### src/rtl/spi_bus_arbiter_if.sv
// Signal bundle between the two byte requesters, the bus arbiter and the shared SPI engine.
// The slave modport is the arbiter's view; master is the sequencer/engine side.
interface spi_bus_arbiter_if;
    logic       r0_req;
    logic [7:0] r0_din;
    logic       r0_last;
    logic       r0_grant;
    logic       r0_done;
    logic       r1_req;
    logic [7:0] r1_din;
    logic       r1_last;
    logic       r1_grant;
    logic       r1_done;
    logic [7:0] dout;
    logic [1:0] cs_n;
    logic [1:0] txn_end;
    logic       timeout_err;
    logic       err_sticky;
    logic       eng_send_request;
    logic [7:0] eng_din;
    logic [7:0] eng_dout;
    logic       eng_data_valid;
    logic       eng_processing;

    modport slave (
        input  r0_req, r0_din, r0_last, r1_req, r1_din, r1_last,
               eng_dout, eng_data_valid, eng_processing,
        output r0_grant, r0_done, r1_grant, r1_done, dout, cs_n, txn_end,
               timeout_err, err_sticky, eng_send_request, eng_din
    );

    modport master (
        output r0_req, r0_din, r0_last, r1_req, r1_din, r1_last,
               eng_dout, eng_data_valid, eng_processing,
        input  r0_grant, r0_done, r1_grant, r1_done, dout, cs_n, txn_end,
               timeout_err, err_sticky, eng_send_request, eng_din
    );
endinterface

### src/rtl/spi_bus_arbiter.sv
// Round-robin arbiter sharing one SPI byte engine between two requesters, with chip-select
// setup/gap timing, multi-byte bus locking and a stall watchdog.
module spi_bus_arbiter #(
    parameter int CS_SETUP   = 1,
    parameter int GAP_CYCLES = 2,
    parameter int TIMEOUT    = 255
) (
    input logic              clk,
    input logic              reset,
    spi_bus_arbiter_if.slave bus
);
    typedef enum logic [2:0] {IDLE, SETUP, START, WAIT, DONE, HOLD, ABORT, GAP} state_t;

    localparam logic [7:0] SETUP_LAST = 8'(CS_SETUP - 1);
    localparam logic [7:0] GAP_LAST   = 8'(GAP_CYCLES - 1);
    localparam logic [7:0] TMO_LAST   = 8'(TIMEOUT - 1);

    state_t     state;
    logic       owner;
    logic       last_owner;
    logic       lat_last;
    logic [7:0] timer;
    logic [7:0] cnt;
    logic       dv_p0;

    logic       own_req;
    logic [7:0] own_din;
    logic       own_last;
    logic       arb_any;
    logic       arb_pick;
    logic       setup_end;
    logic       gap_end;
    logic       launch;
    logic       take;
    logic       dv_rise;
    logic       timed_out;

    // The launch fires on the last setup cycle so cs_n leads send_request by exactly CS_SETUP;
    // the final gap cycle arbitrates directly so a waiting requester sees exactly GAP_CYCLES.
    always_comb begin
        own_req   = owner ? bus.r1_req  : bus.r0_req;
        own_din   = owner ? bus.r1_din  : bus.r0_din;
        own_last  = owner ? bus.r1_last : bus.r0_last;
        arb_any   = bus.r0_req | bus.r1_req;
        arb_pick  = (bus.r0_req & bus.r1_req) ? ~last_owner : bus.r1_req;
        setup_end = (state == SETUP) && (cnt == SETUP_LAST);
        gap_end   = (state == GAP) && (cnt == GAP_LAST);
        launch    = ((state == START) || setup_end) && !bus.eng_processing;
        take      = ((state == IDLE) || gap_end) && arb_any;
        dv_rise   = bus.eng_data_valid & ~dv_p0;
        timed_out = (((state == WAIT) && !dv_rise) || ((state == HOLD) && !own_req)) &&
                    (timer == TMO_LAST);
    end

    always_ff @(posedge clk) begin
        dv_p0 <= bus.eng_data_valid;
        if (reset) begin
            state                <= IDLE;
            owner                <= 1'b0;
            last_owner           <= 1'b1;
            lat_last             <= 1'b0;
            timer                <= 8'd0;
            cnt                  <= 8'd0;
            bus.r0_grant         <= 1'b0;
            bus.r1_grant         <= 1'b0;
            bus.r0_done          <= 1'b0;
            bus.r1_done          <= 1'b0;
            bus.cs_n             <= 2'b11;
            bus.txn_end          <= 2'b00;
            bus.timeout_err      <= 1'b0;
            bus.err_sticky       <= 1'b0;
            bus.eng_send_request <= 1'b0;
            bus.eng_din          <= 8'd0;
            bus.dout             <= 8'd0;
        end else begin
            bus.eng_send_request <= 1'b0;
            bus.r0_done          <= 1'b0;
            bus.r1_done          <= 1'b0;
            bus.txn_end          <= 2'b00;
            bus.timeout_err      <= 1'b0;
            if (launch) begin
                bus.eng_din          <= own_din;
                lat_last             <= own_last;
                bus.eng_send_request <= 1'b1;
                timer                <= 8'd0;
                state                <= WAIT;
            end else if (take) begin
                owner        <= arb_pick;
                bus.r0_grant <= ~arb_pick;
                bus.r1_grant <= arb_pick;
                bus.cs_n     <= arb_pick ? 2'b01 : 2'b10;
                cnt          <= 8'd0;
                state        <= (CS_SETUP == 0) ? START : SETUP;
            end else if (timed_out) begin
                bus.cs_n        <= 2'b11;
                bus.r0_grant    <= 1'b0;
                bus.r1_grant    <= 1'b0;
                bus.timeout_err <= 1'b1;
                bus.err_sticky  <= 1'b1;
                last_owner      <= owner;
                state           <= ABORT;
            end else begin
                case (state)
                    IDLE:  ;
                    SETUP: begin
                        if (setup_end) state <= START;
                        else           cnt   <= cnt + 8'd1;
                    end
                    START: ;
                    WAIT: begin
                        if (dv_rise) begin
                            bus.dout    <= bus.eng_dout;
                            bus.r0_done <= ~owner;
                            bus.r1_done <= owner;
                            bus.txn_end <= lat_last ? {owner, ~owner} : 2'b00;
                            state       <= DONE;
                        end else begin
                            timer <= timer + 8'd1;
                        end
                    end
                    DONE: begin
                        if (lat_last) begin
                            bus.cs_n     <= 2'b11;
                            bus.r0_grant <= 1'b0;
                            bus.r1_grant <= 1'b0;
                            last_owner   <= owner;
                            cnt          <= 8'd0;
                            state        <= GAP;
                        end else begin
                            timer <= 8'd0;
                            state <= HOLD;
                        end
                    end
                    // The other requester is deliberately ignored while the owner holds the bus.
                    HOLD: begin
                        if (own_req) state <= START;
                        else         timer <= timer + 8'd1;
                    end
                    ABORT: begin
                        cnt   <= 8'd0;
                        state <= GAP;
                    end
                    GAP: begin
                        if (gap_end) state <= IDLE;
                        else         cnt   <= cnt + 8'd1;
                    end
                    default: state <= IDLE;
                endcase
            end
        end
    end
endmodule

### src/flat_wrapper.sv
// flat-port wrapper written by rule: the top's interface ports become plain ports
module spi_bus_arbiter_flat 
#(
    parameter int CS_SETUP   = 1,
    parameter int GAP_CYCLES = 2,
    parameter int TIMEOUT    = 255
)
  (clk, reset, bus_r0_req, bus_r0_din, bus_r0_last, bus_r1_req, bus_r1_din, bus_r1_last, bus_eng_dout, bus_eng_data_valid, bus_eng_processing, bus_r0_grant, bus_r0_done, bus_r1_grant, bus_r1_done, bus_dout, bus_cs_n, bus_txn_end, bus_timeout_err, bus_err_sticky, bus_eng_send_request, bus_eng_din);
  spi_bus_arbiter_if bus_i ();
  input logic clk;
  input logic reset;
  input wire logic [$bits(bus_i.r0_req)-1:0] bus_r0_req;
  input wire logic [$bits(bus_i.r0_din)-1:0] bus_r0_din;
  input wire logic [$bits(bus_i.r0_last)-1:0] bus_r0_last;
  input wire logic [$bits(bus_i.r1_req)-1:0] bus_r1_req;
  input wire logic [$bits(bus_i.r1_din)-1:0] bus_r1_din;
  input wire logic [$bits(bus_i.r1_last)-1:0] bus_r1_last;
  input wire logic [$bits(bus_i.eng_dout)-1:0] bus_eng_dout;
  input wire logic [$bits(bus_i.eng_data_valid)-1:0] bus_eng_data_valid;
  input wire logic [$bits(bus_i.eng_processing)-1:0] bus_eng_processing;
  output wire logic [$bits(bus_i.r0_grant)-1:0] bus_r0_grant;
  output wire logic [$bits(bus_i.r0_done)-1:0] bus_r0_done;
  output wire logic [$bits(bus_i.r1_grant)-1:0] bus_r1_grant;
  output wire logic [$bits(bus_i.r1_done)-1:0] bus_r1_done;
  output wire logic [$bits(bus_i.dout)-1:0] bus_dout;
  output wire logic [$bits(bus_i.cs_n)-1:0] bus_cs_n;
  output wire logic [$bits(bus_i.txn_end)-1:0] bus_txn_end;
  output wire logic [$bits(bus_i.timeout_err)-1:0] bus_timeout_err;
  output wire logic [$bits(bus_i.err_sticky)-1:0] bus_err_sticky;
  output wire logic [$bits(bus_i.eng_send_request)-1:0] bus_eng_send_request;
  output wire logic [$bits(bus_i.eng_din)-1:0] bus_eng_din;
  assign bus_i.r0_req = bus_r0_req;
  assign bus_i.r0_din = bus_r0_din;
  assign bus_i.r0_last = bus_r0_last;
  assign bus_i.r1_req = bus_r1_req;
  assign bus_i.r1_din = bus_r1_din;
  assign bus_i.r1_last = bus_r1_last;
  assign bus_i.eng_dout = bus_eng_dout;
  assign bus_i.eng_data_valid = bus_eng_data_valid;
  assign bus_i.eng_processing = bus_eng_processing;
  assign bus_r0_grant = bus_i.r0_grant;
  assign bus_r0_done = bus_i.r0_done;
  assign bus_r1_grant = bus_i.r1_grant;
  assign bus_r1_done = bus_i.r1_done;
  assign bus_dout = bus_i.dout;
  assign bus_cs_n = bus_i.cs_n;
  assign bus_txn_end = bus_i.txn_end;
  assign bus_timeout_err = bus_i.timeout_err;
  assign bus_err_sticky = bus_i.err_sticky;
  assign bus_eng_send_request = bus_i.eng_send_request;
  assign bus_eng_din = bus_i.eng_din;
  spi_bus_arbiter #(.CS_SETUP(CS_SETUP), .GAP_CYCLES(GAP_CYCLES), .TIMEOUT(TIMEOUT)) u_core (.clk(clk), .reset(reset), .bus(bus_i));
endmodule
### config.mk
export PLATFORM = sky130hd
export DESIGN_NAME = spi_bus_arbiter_flat
export DESIGN_NICKNAME = d
export VERILOG_FILES = /design/src/rtl/spi_bus_arbiter_if.sv /design/src/rtl/spi_bus_arbiter.sv /design/src/flat_wrapper.sv
export SDC_FILE = /design/constraint.sdc
export NUM_CORES = 1
export LEC_CHECK = 0
export ABC_AREA = 1
export BUFFER_PORTS_ARGS = -buffer_cell sky130_fd_sc_hd__clkbuf_2
export CAP_MARGIN = 10
export CORE_MARGIN = 10
export CORE_UTILIZATION = 30
export DETAILED_ROUTE_END_ITERATION = 8
export HOLD_SLACK_MARGIN = 0.05
export SETUP_SLACK_MARGIN = 0.1
export SYNTH_ARGS = -nofsm -noshare
export SYNTH_HDL_FRONTEND = slang
export SYNTH_SLANG_ARGS = --single-unit
### constraint.sdc
create_clock -name clk -period 1.4 [get_ports clk]
set_input_delay 0.14 -clock clk [delete_from_list [all_inputs] [get_ports clk]]
set_output_delay 0.14 -clock clk [all_outputs]
set_load 0.02 [all_outputs]
==> summary.txt, run 1 <==
Status
  – Outcome: finished, violations left
  – Failing checks: negative setup slack

Floorplanning
  – Die area: 12700 um^2
  – # IOs: 59
  – Chip width: 113 um
  – Initial Util: 31.1%
  – Core area: 8260 um^2
  – Die H: 113 um
  – # rows: 33

Yosys
  – Seq/Total Area, Yosys: 39.0%
  – Cells after synthesis: 345
  – Syn_area_per_cell: 7.44 um^2
  – Largest cells by area after synthesis: dfxtp_1, nand2_1, nor2_1
  – FFs w/ async S/R, synth: 0%
  – Post-Synthesis Net Count: 382
  – Count leader, synth: nand2_1
  – Post-synth top flop: dfxtp_1
  – Most instantiated cells after synthesis: nand2_1, nor2_1, dfxtp_1
  – Mapped Area: 2570 um^2
  – Number of distinct library cells after synthesis: 41
  – EDFF count, synth: 0
  – Synth area leader: dfxtp_1
  – Yosys warns: 0
  – Yosys reg bits: 50
  – Top-area cell type share of the netlist area: 39.0%

Setup path
  – Setup CP Type: reg2reg
  – Worst setup EP type: flip-flop
  – Startpoint Class: flip-flop
  – CP Buf/Inv Count: 2
  – WP data arrival: 1.74 ns
  – Cells along the critical path: nand2_4, buf_6, nor3_4, clkinvlp_4, nor2_1, nor2_1
  – Crit-path max cell delay: 0.44 ns
  – Critical Path RT: 1.62 ns
  – Slowest-stage cell, CP: dfxtp_4
  – Most used cell, CP: nor2_1
  – Largest delay share family, worst path: simple AND/OR/NAND/NOR gates
  – Critical Path Source: u_core.state[0]
  – CP max FO: 6
  – Register-to-register setup slack: -0.12 ns
  – Critical R2R Launch: u_core.state[0]

Hold path
  – HP Start: bus_eng_dout[7]
  – Worst min-delay path class: in2reg

GRT
  – Aggregate global routing overflow: 0
  – Initial antenna violation count: 0
  – Tot GR Track Use: 12.0%
  – Largest net degree at the start of global routing: 19
  – Vias in the first global route: 2668
  – First-pass GRT wire length: 12.8 mm

Timing
  – Slew headroom: 73.5%
  – Max Clock Freq: 657 MHz
  – RSZ-0062 raised after global routing: yes
  – Final min period: 1.52 ns
  – Final Setup Violations: 42
  – Final Worst Setup Slack: -0.123 ns
  – Setup Skew: 0.00468 ns
  – Hold Fails Final Rpt: 0
  – Slew @ Worst Pin: 0.397 ns
  – Slew Limit Fails: 0
  – Tcrit/Tclk final: 109%

Routing
  – Drt drc: 0
  – Routed length per instance: 14.8 um
  – Vias/cell: 4.80
  – DR pass1 iterations: 4
  – Iteration-0 DRC Markers: 167
  – Post-route ant nets: 0
  – Via count: 2796
  – Final wirelength: 8.60 mm

Place
  – Hpwl dp: 5.58 mm
  – GP Congestion: 0.888
  – Port-buffer cells: 58
  – DP Worst Slack: -0.388 ns

Finish
  – Share of cells above drive strength 1: 53.1%
  – Nets: 514
  – Area growth syn-to-layout: 62.6%
  – Inserted Diodes: 0

Clock network
  – CTS tree: built
  – CTS root buffer: clkbuf_8
  – Max Root-Sink Buffers: 2
  – Num CTS Buffers: 5
  – Clock sinks: 50
  – Worst-Skew Late Latency: 0.31 ns
  – CTS clk-pin slew, worst paths: 0.10 ns
  – H-tree depth: 2

Run
  – Max Cap Viol: 0

Power and ir drop
  – Worst vdd ir: 0.547 mV
  – LEAKAGE: 1.84 nW
  – Power per cell area: 1160 nW/um^2
  – Design Power: 4.83 mW
[stage by stage]
step | instances | cell area, um^2 | util [%] | setup TNS [ns] | hold WS [ns]
finish | 583 | 4170 | 50.5 | -2.25 | 0.0439
detailed placement | 543 | 3340 | 40.4 | -9.77 | 0.261
global route | 583 | 4170 | 50.5 | -4.88 | 0.0704
CTS | 573 | 3860 | 46.7 | -0.989 | 0.0516
floorplan | 345 | 2660 | - | 0 | 0.168
global placement | 543 | 3340 | 40.4 | -7.88 | 0.261
[registers in the layout, indices dropped and copies added (netlist names), 2 cells and up]
register and count:
u_core.bus.txn_end 2, u_core.bus.eng_din 8, u_core.bus.dout 8, u_core.state 3, u_core.cnt 8, u_core.timer 8, u_core.bus.cs_n 2
[worst paths after layout]
kind,depth (start not counted),to
worst max-delay path,6,u_core.bus.dout[0]
worst min-delay path,3,u_core.bus.dout[7]
worst max register to register,6,u_core.bus.dout[0]
worst min register to register,2,u_core.bus.eng_din[2]
[cells in the final DEF (no fill, tap or decap), types with 5 or more instances in the layout]
cell type	synthesis	layout
a21oi_1	17	7
nand4_1	10	10
clkbuf_2	0	58
inv_2	8	11
dfxtp_2	0	6
o21ai_2	2	9
dfxtp_1	50	40
a21oi_2	1	10
nand2_2	6	13
clkbuf_8	0	5
dlygate4sd3_1	0	7
nand3_2	4	9
mux2i_1	9	9
inv_1	26	18
nand2_4	3	8
o21ai_0	9	8
nand3_4	0	5
nand3_1	22	12
buf_4	2	48
o21ai_1	14	7
nor2_1	58	44
nor2_4	1	11
nand2_1	60	48
nor2_2	1	5
buf_6	2	16
[tightest hold or removal path, cell delays in order]
cell	delay [ns]
clkbuf_2	0.07
nor2_1	0.04
nor2_1	0.07
[cell families after synthesis]
| group | after synthesis | share of synthesized area, % |
|---|---|---|
| AOI/OAI and AO/OA | 51 | 12.0 |
| xor gates and xnor gates | 6 | 2.05 |
| adders and majority gates | 5 | 2.44 |
| buffers and inverters | 46 | 7.80 |
| DFF | 50 | 39.0 |
| muxes | 9 | 3.51 |
| and+or+nand+nor | 178 | 33.2 |
[layout make-up]
cell class / instances / area (um^2)
Multi-Input combinational cell: 252 / 1820
Sequential cell: 50 / 1020
Timing Repair inverter: 2 / 13.8
Clock buffer: 5 / 68.8
Clock inverter: 3 / 22.5
Timing Repair Buffer: 131 / 941
Inverter: 35 / 156
Tap cell: 105 / 131
Fill cell: 767 / 4080
[what timing repair did]
| item | in CTS | in global routing |
|---|---|---|
| endpoints found under the hold margin | 7 | 0 |
| hold buffers | 7 | 0 |
| setup buffers | 13 | 7 |
| pin swaps | 15 | 37 |
| gates cloned | 2 | 3 |
| resized for setup | 60 | 60 |
| endpoints found under the setup margin | 49 | 49 |
[per-layer routing]
metal	track usage, %	wire length [um]	share of wire (%)	up-vias
li1	-	-	-	1400
met3	2.29	438	5.1	15
met5	0	0	0	-
met4	5.41	246	2.9	0
met1	14.8	3680	43	1311
met2	19.7	4230	49	70
[where the power goes]
part	switching, mW	internal, mW	total [mW]
sequential	0.150	1.58	1.73
combinational	1.23	0.971	2.20
clock	0.538	0.363	0.901
Power figures use the tool's default switching activity.
==> run 2: changes to the inputs <==
--- a/config.mk
+++ b/config.mk
@@ -9,9 +9,10 @@
 export BUFFER_PORTS_ARGS = -buffer_cell sky130_fd_sc_hd__clkbuf_2
 export CAP_MARGIN = 10
 export CORE_MARGIN = 10
-export CORE_UTILIZATION = 30
+export CORE_UTILIZATION = 45
 export DETAILED_ROUTE_END_ITERATION = 8
 export HOLD_SLACK_MARGIN = 0.05
+export PLACE_DENSITY = 0.71
 export SETUP_SLACK_MARGIN = 0.1
 export SYNTH_ARGS = -nofsm -noshare
 export SYNTH_HDL_FRONTEND = slang
==> run 2 against run 1 <==
The flow still finishes with violations (negative setup slack); clock power up 4.2%; wire length increased by 6.0%; largest power group unchanged; count of clock-buffer cells in the layout rose by 1.
==> summary.txt, run 2 (synthesis gave the netlist of run 1 again) <==
Status
  – Outcome: finished, violations left (unchanged)
  – Failing checks: negative setup slack (unchanged)

GRT
  – Largest net degree at the start of global routing: 17 (was 19)
  – First-pass GRT wire length: 12.9 mm (was 12.8 mm)
  – Initial antenna violation count: 0 (unchanged)
  – Tot GR Track Use: 17.5% (was 12.0%)
  – Vias in the first global route: 2913 (was 2668)
  – Aggregate global routing overflow: 0 (unchanged)

Setup path
  – Critical Path RT: 1.64 ns (was 1.62 ns)
  – CP max FO: 5 (was 6)
  – Startpoint Class: flip-flop (unchanged)
  – Worst setup EP type: flip-flop (unchanged)
  – WP data arrival: 1.87 ns (was 1.74 ns)
  – R2R depth: 8 (was 6)
  – Setup CP Type: reg2reg (unchanged)

Routing
  – Post-route ant nets: 0 (unchanged)
  – Routed length per instance: 16.7 um (was 14.8 um)
  – DR pass1 iterations: 4 (unchanged)
  – Via count: 2902 (was 2796)
  – Vias/cell: 5.32 (was 4.80)
  – Iteration-0 DRC Markers: 167 (unchanged)
  – Drt drc: 0 (unchanged)
  – Final wirelength: 9.12 mm (was 8.60 mm)

Floorplanning
  – Die area: 9130 um^2 (was 12700 um^2)
  – Die H: 95.5 um (was 113 um)
  – Initial Util: 46.6% (was 31.1%)
  – Core area: 5510 um^2 (was 8260 um^2)
  – # IOs: 59 (unchanged)
  – Chip width: 95.5 um (was 113 um)
  – # rows: 27 (was 33)

Power and ir drop
  – Clk pwr share: 18.0% (was 18.6%)
  – Power per cell area: 1260 nW/um^2 (was 1160 nW/um^2)
  – Net Sw Frac: 40.4% (was 39.7%)
  – Internal Power: 3.11 mW (was 2.92 mW)
  – P_sw: 2.11 mW (was 1.92 mW)
  – Reg power frac: 33.1% (was 35.8%)
  – Worst vdd ir: 0.938 mV (was 0.547 mV)
  – LEAKAGE: 1.81 nW (was 1.84 nW)
  – Design Power: 5.22 mW (was 4.83 mW)
  – Gate power share: 48.9% (was 45.5%)

Timing
  – Setup Skew: 0.00646 ns (was 0.00468 ns)
  – Final min period: 1.63 ns (was 1.52 ns)
  – Slew @ Worst Pin: 0.547 ns (was 0.397 ns)
  – Final Worst Setup Slack: -0.226 ns (was -0.123 ns)
  – Slew headroom: 63.5% (was 73.5%)
  – Hold Fails Final Rpt: 0 (unchanged)
  – Tcrit/Tclk final: 116% (was 109%)
  – Max Clock Freq: 615 MHz (was 657 MHz)
  – Final Setup Violations: 44 (was 42)
  – Slew Limit Fails: 0 (unchanged)
  – RSZ-0062 raised after global routing: yes (unchanged)

Finish
  – Inserted Diodes: 0 (unchanged)
  – Final Util: 75.2% (was 50.5%)
  – Share of cells above drive strength 1: 53.2% (was 53.1%)
  – Most frequent cells in the layout: clkbuf_2, buf_4, nand2_1 (was clkbuf_2, nand2_1, buf_4)
  – Area growth syn-to-layout: 61.4% (was 62.6%)
  – Nets: 510 (was 514)
  – Commonest non-fill, non-tap cell in the layout: clkbuf_2 (unchanged)

Clock network
  – CTS clk-pin slew, worst paths: 0.10 ns (about the same)
  – H-tree depth: 2 (unchanged)
  – Num CTS Buffers: 5 (unchanged)
  – Clock sinks: 50 (unchanged)
  – Worst-Skew Late Latency: 0.31 ns (about the same)
  – CTS tree: built (unchanged)
  – CTS root buffer: clkbuf_8 (unchanged)
  – Max Root-Sink Buffers: 2 (unchanged)

Hold path
  – Worst min-delay path class: in2reg (unchanged)
  – Hold depth: 3 (unchanged)

Run
  – Max Cap Viol: 0 (unchanged)

Place
  – Port-buffer cells: 58 (unchanged)
  – Hpwl dp: 5.13 mm (was 5.58 mm)
  – GP Congestion: 0.935 (was 0.888)
run 2: final timing paths:
path | from | slack [ns] | to
setup / recovery | u_core.cnt[6] | -0.23 | u_core.bus.r1_grant
setup reg to reg | u_core.cnt[6] | -0.23 | u_core.bus.r1_grant
hold reg to reg | u_core.bus.eng_din[7] | 0.47 | u_core.bus.eng_din[7]
hold / removal | bus_eng_dout[6] | 0.06 | u_core.bus.dout[6]
run 2: power groups by stage:
stage                     clock (mW)  sequential (mW)  combinational (mW)
after CTS                      0.938             1.70                2.03
final                          0.939             1.73                2.55
after floorplan                    0             1.80               0.972
after detailed placement           0             1.74                1.54
after global routing           0.999             1.74                2.70
after global placement             0             1.73                1.51
run 2: area by class of cell:
cell class	instances	area [um^2]
fill	336	1360
sequential	50	1020
multi-input combinational	249	1820
tap	72	90.1
clock buffer	6	82.6
timing repair buffer	130	936
inverter	35	156
timing repair inverter	2	13.8
clock inverter	2	16.3
run 2: stage by stage:
step                      hold slack (ns)  setup TNS [ns]  std cells  setup slack, ns  area, um^2
final                              0.0571           -3.44        546           -0.226        4140
after detailed placement            0.264           -8.01        513           -0.285        3320
after CTS                          0.0531           -1.23        539          -0.0858        3880
after global placement              0.259           -5.78        513           -0.226        3320
after global routing               0.0750           -6.83        546           -0.245        4140
after floorplan                     0.168               0        345           0.0542        2660
run 2: routing by layer:
| layer | wire length [um] | up-vias | track usage (%) |
|---|---|---|---|
| met1 | 3740 | 1371 | 20.4 |
| met4 | 366 | 0 | 7.49 |
| met3 | 592 | 32 | 5.66 |
| li1 | - | 1385 | - |
| met5 | 0 | - | 0 |
| met2 | 4420 | 114 | 28.7 |
run 2: worst max-delay path, cell delays in order (launching register included):
cell	delay [ns]
dfxtp_2	0.35
nor2_4	0.14
nand3_4	0.14
o21bai_4	0.23
nand2_8	0.10
buf_4	0.17
o21ai_2	0.16
nand2_1	0.11
nor2_1	0.15
run 2: what timing repair did:
item                                    in CTS  in global routing
resized for setup                           76                 52
endpoints found under the hold margin        2                  0
pin swaps                                   34                 22
hold buffers                                 2                  0
endpoints found under the setup margin      49                 49
setup buffers                               17                  6
cloned                                       1                  1
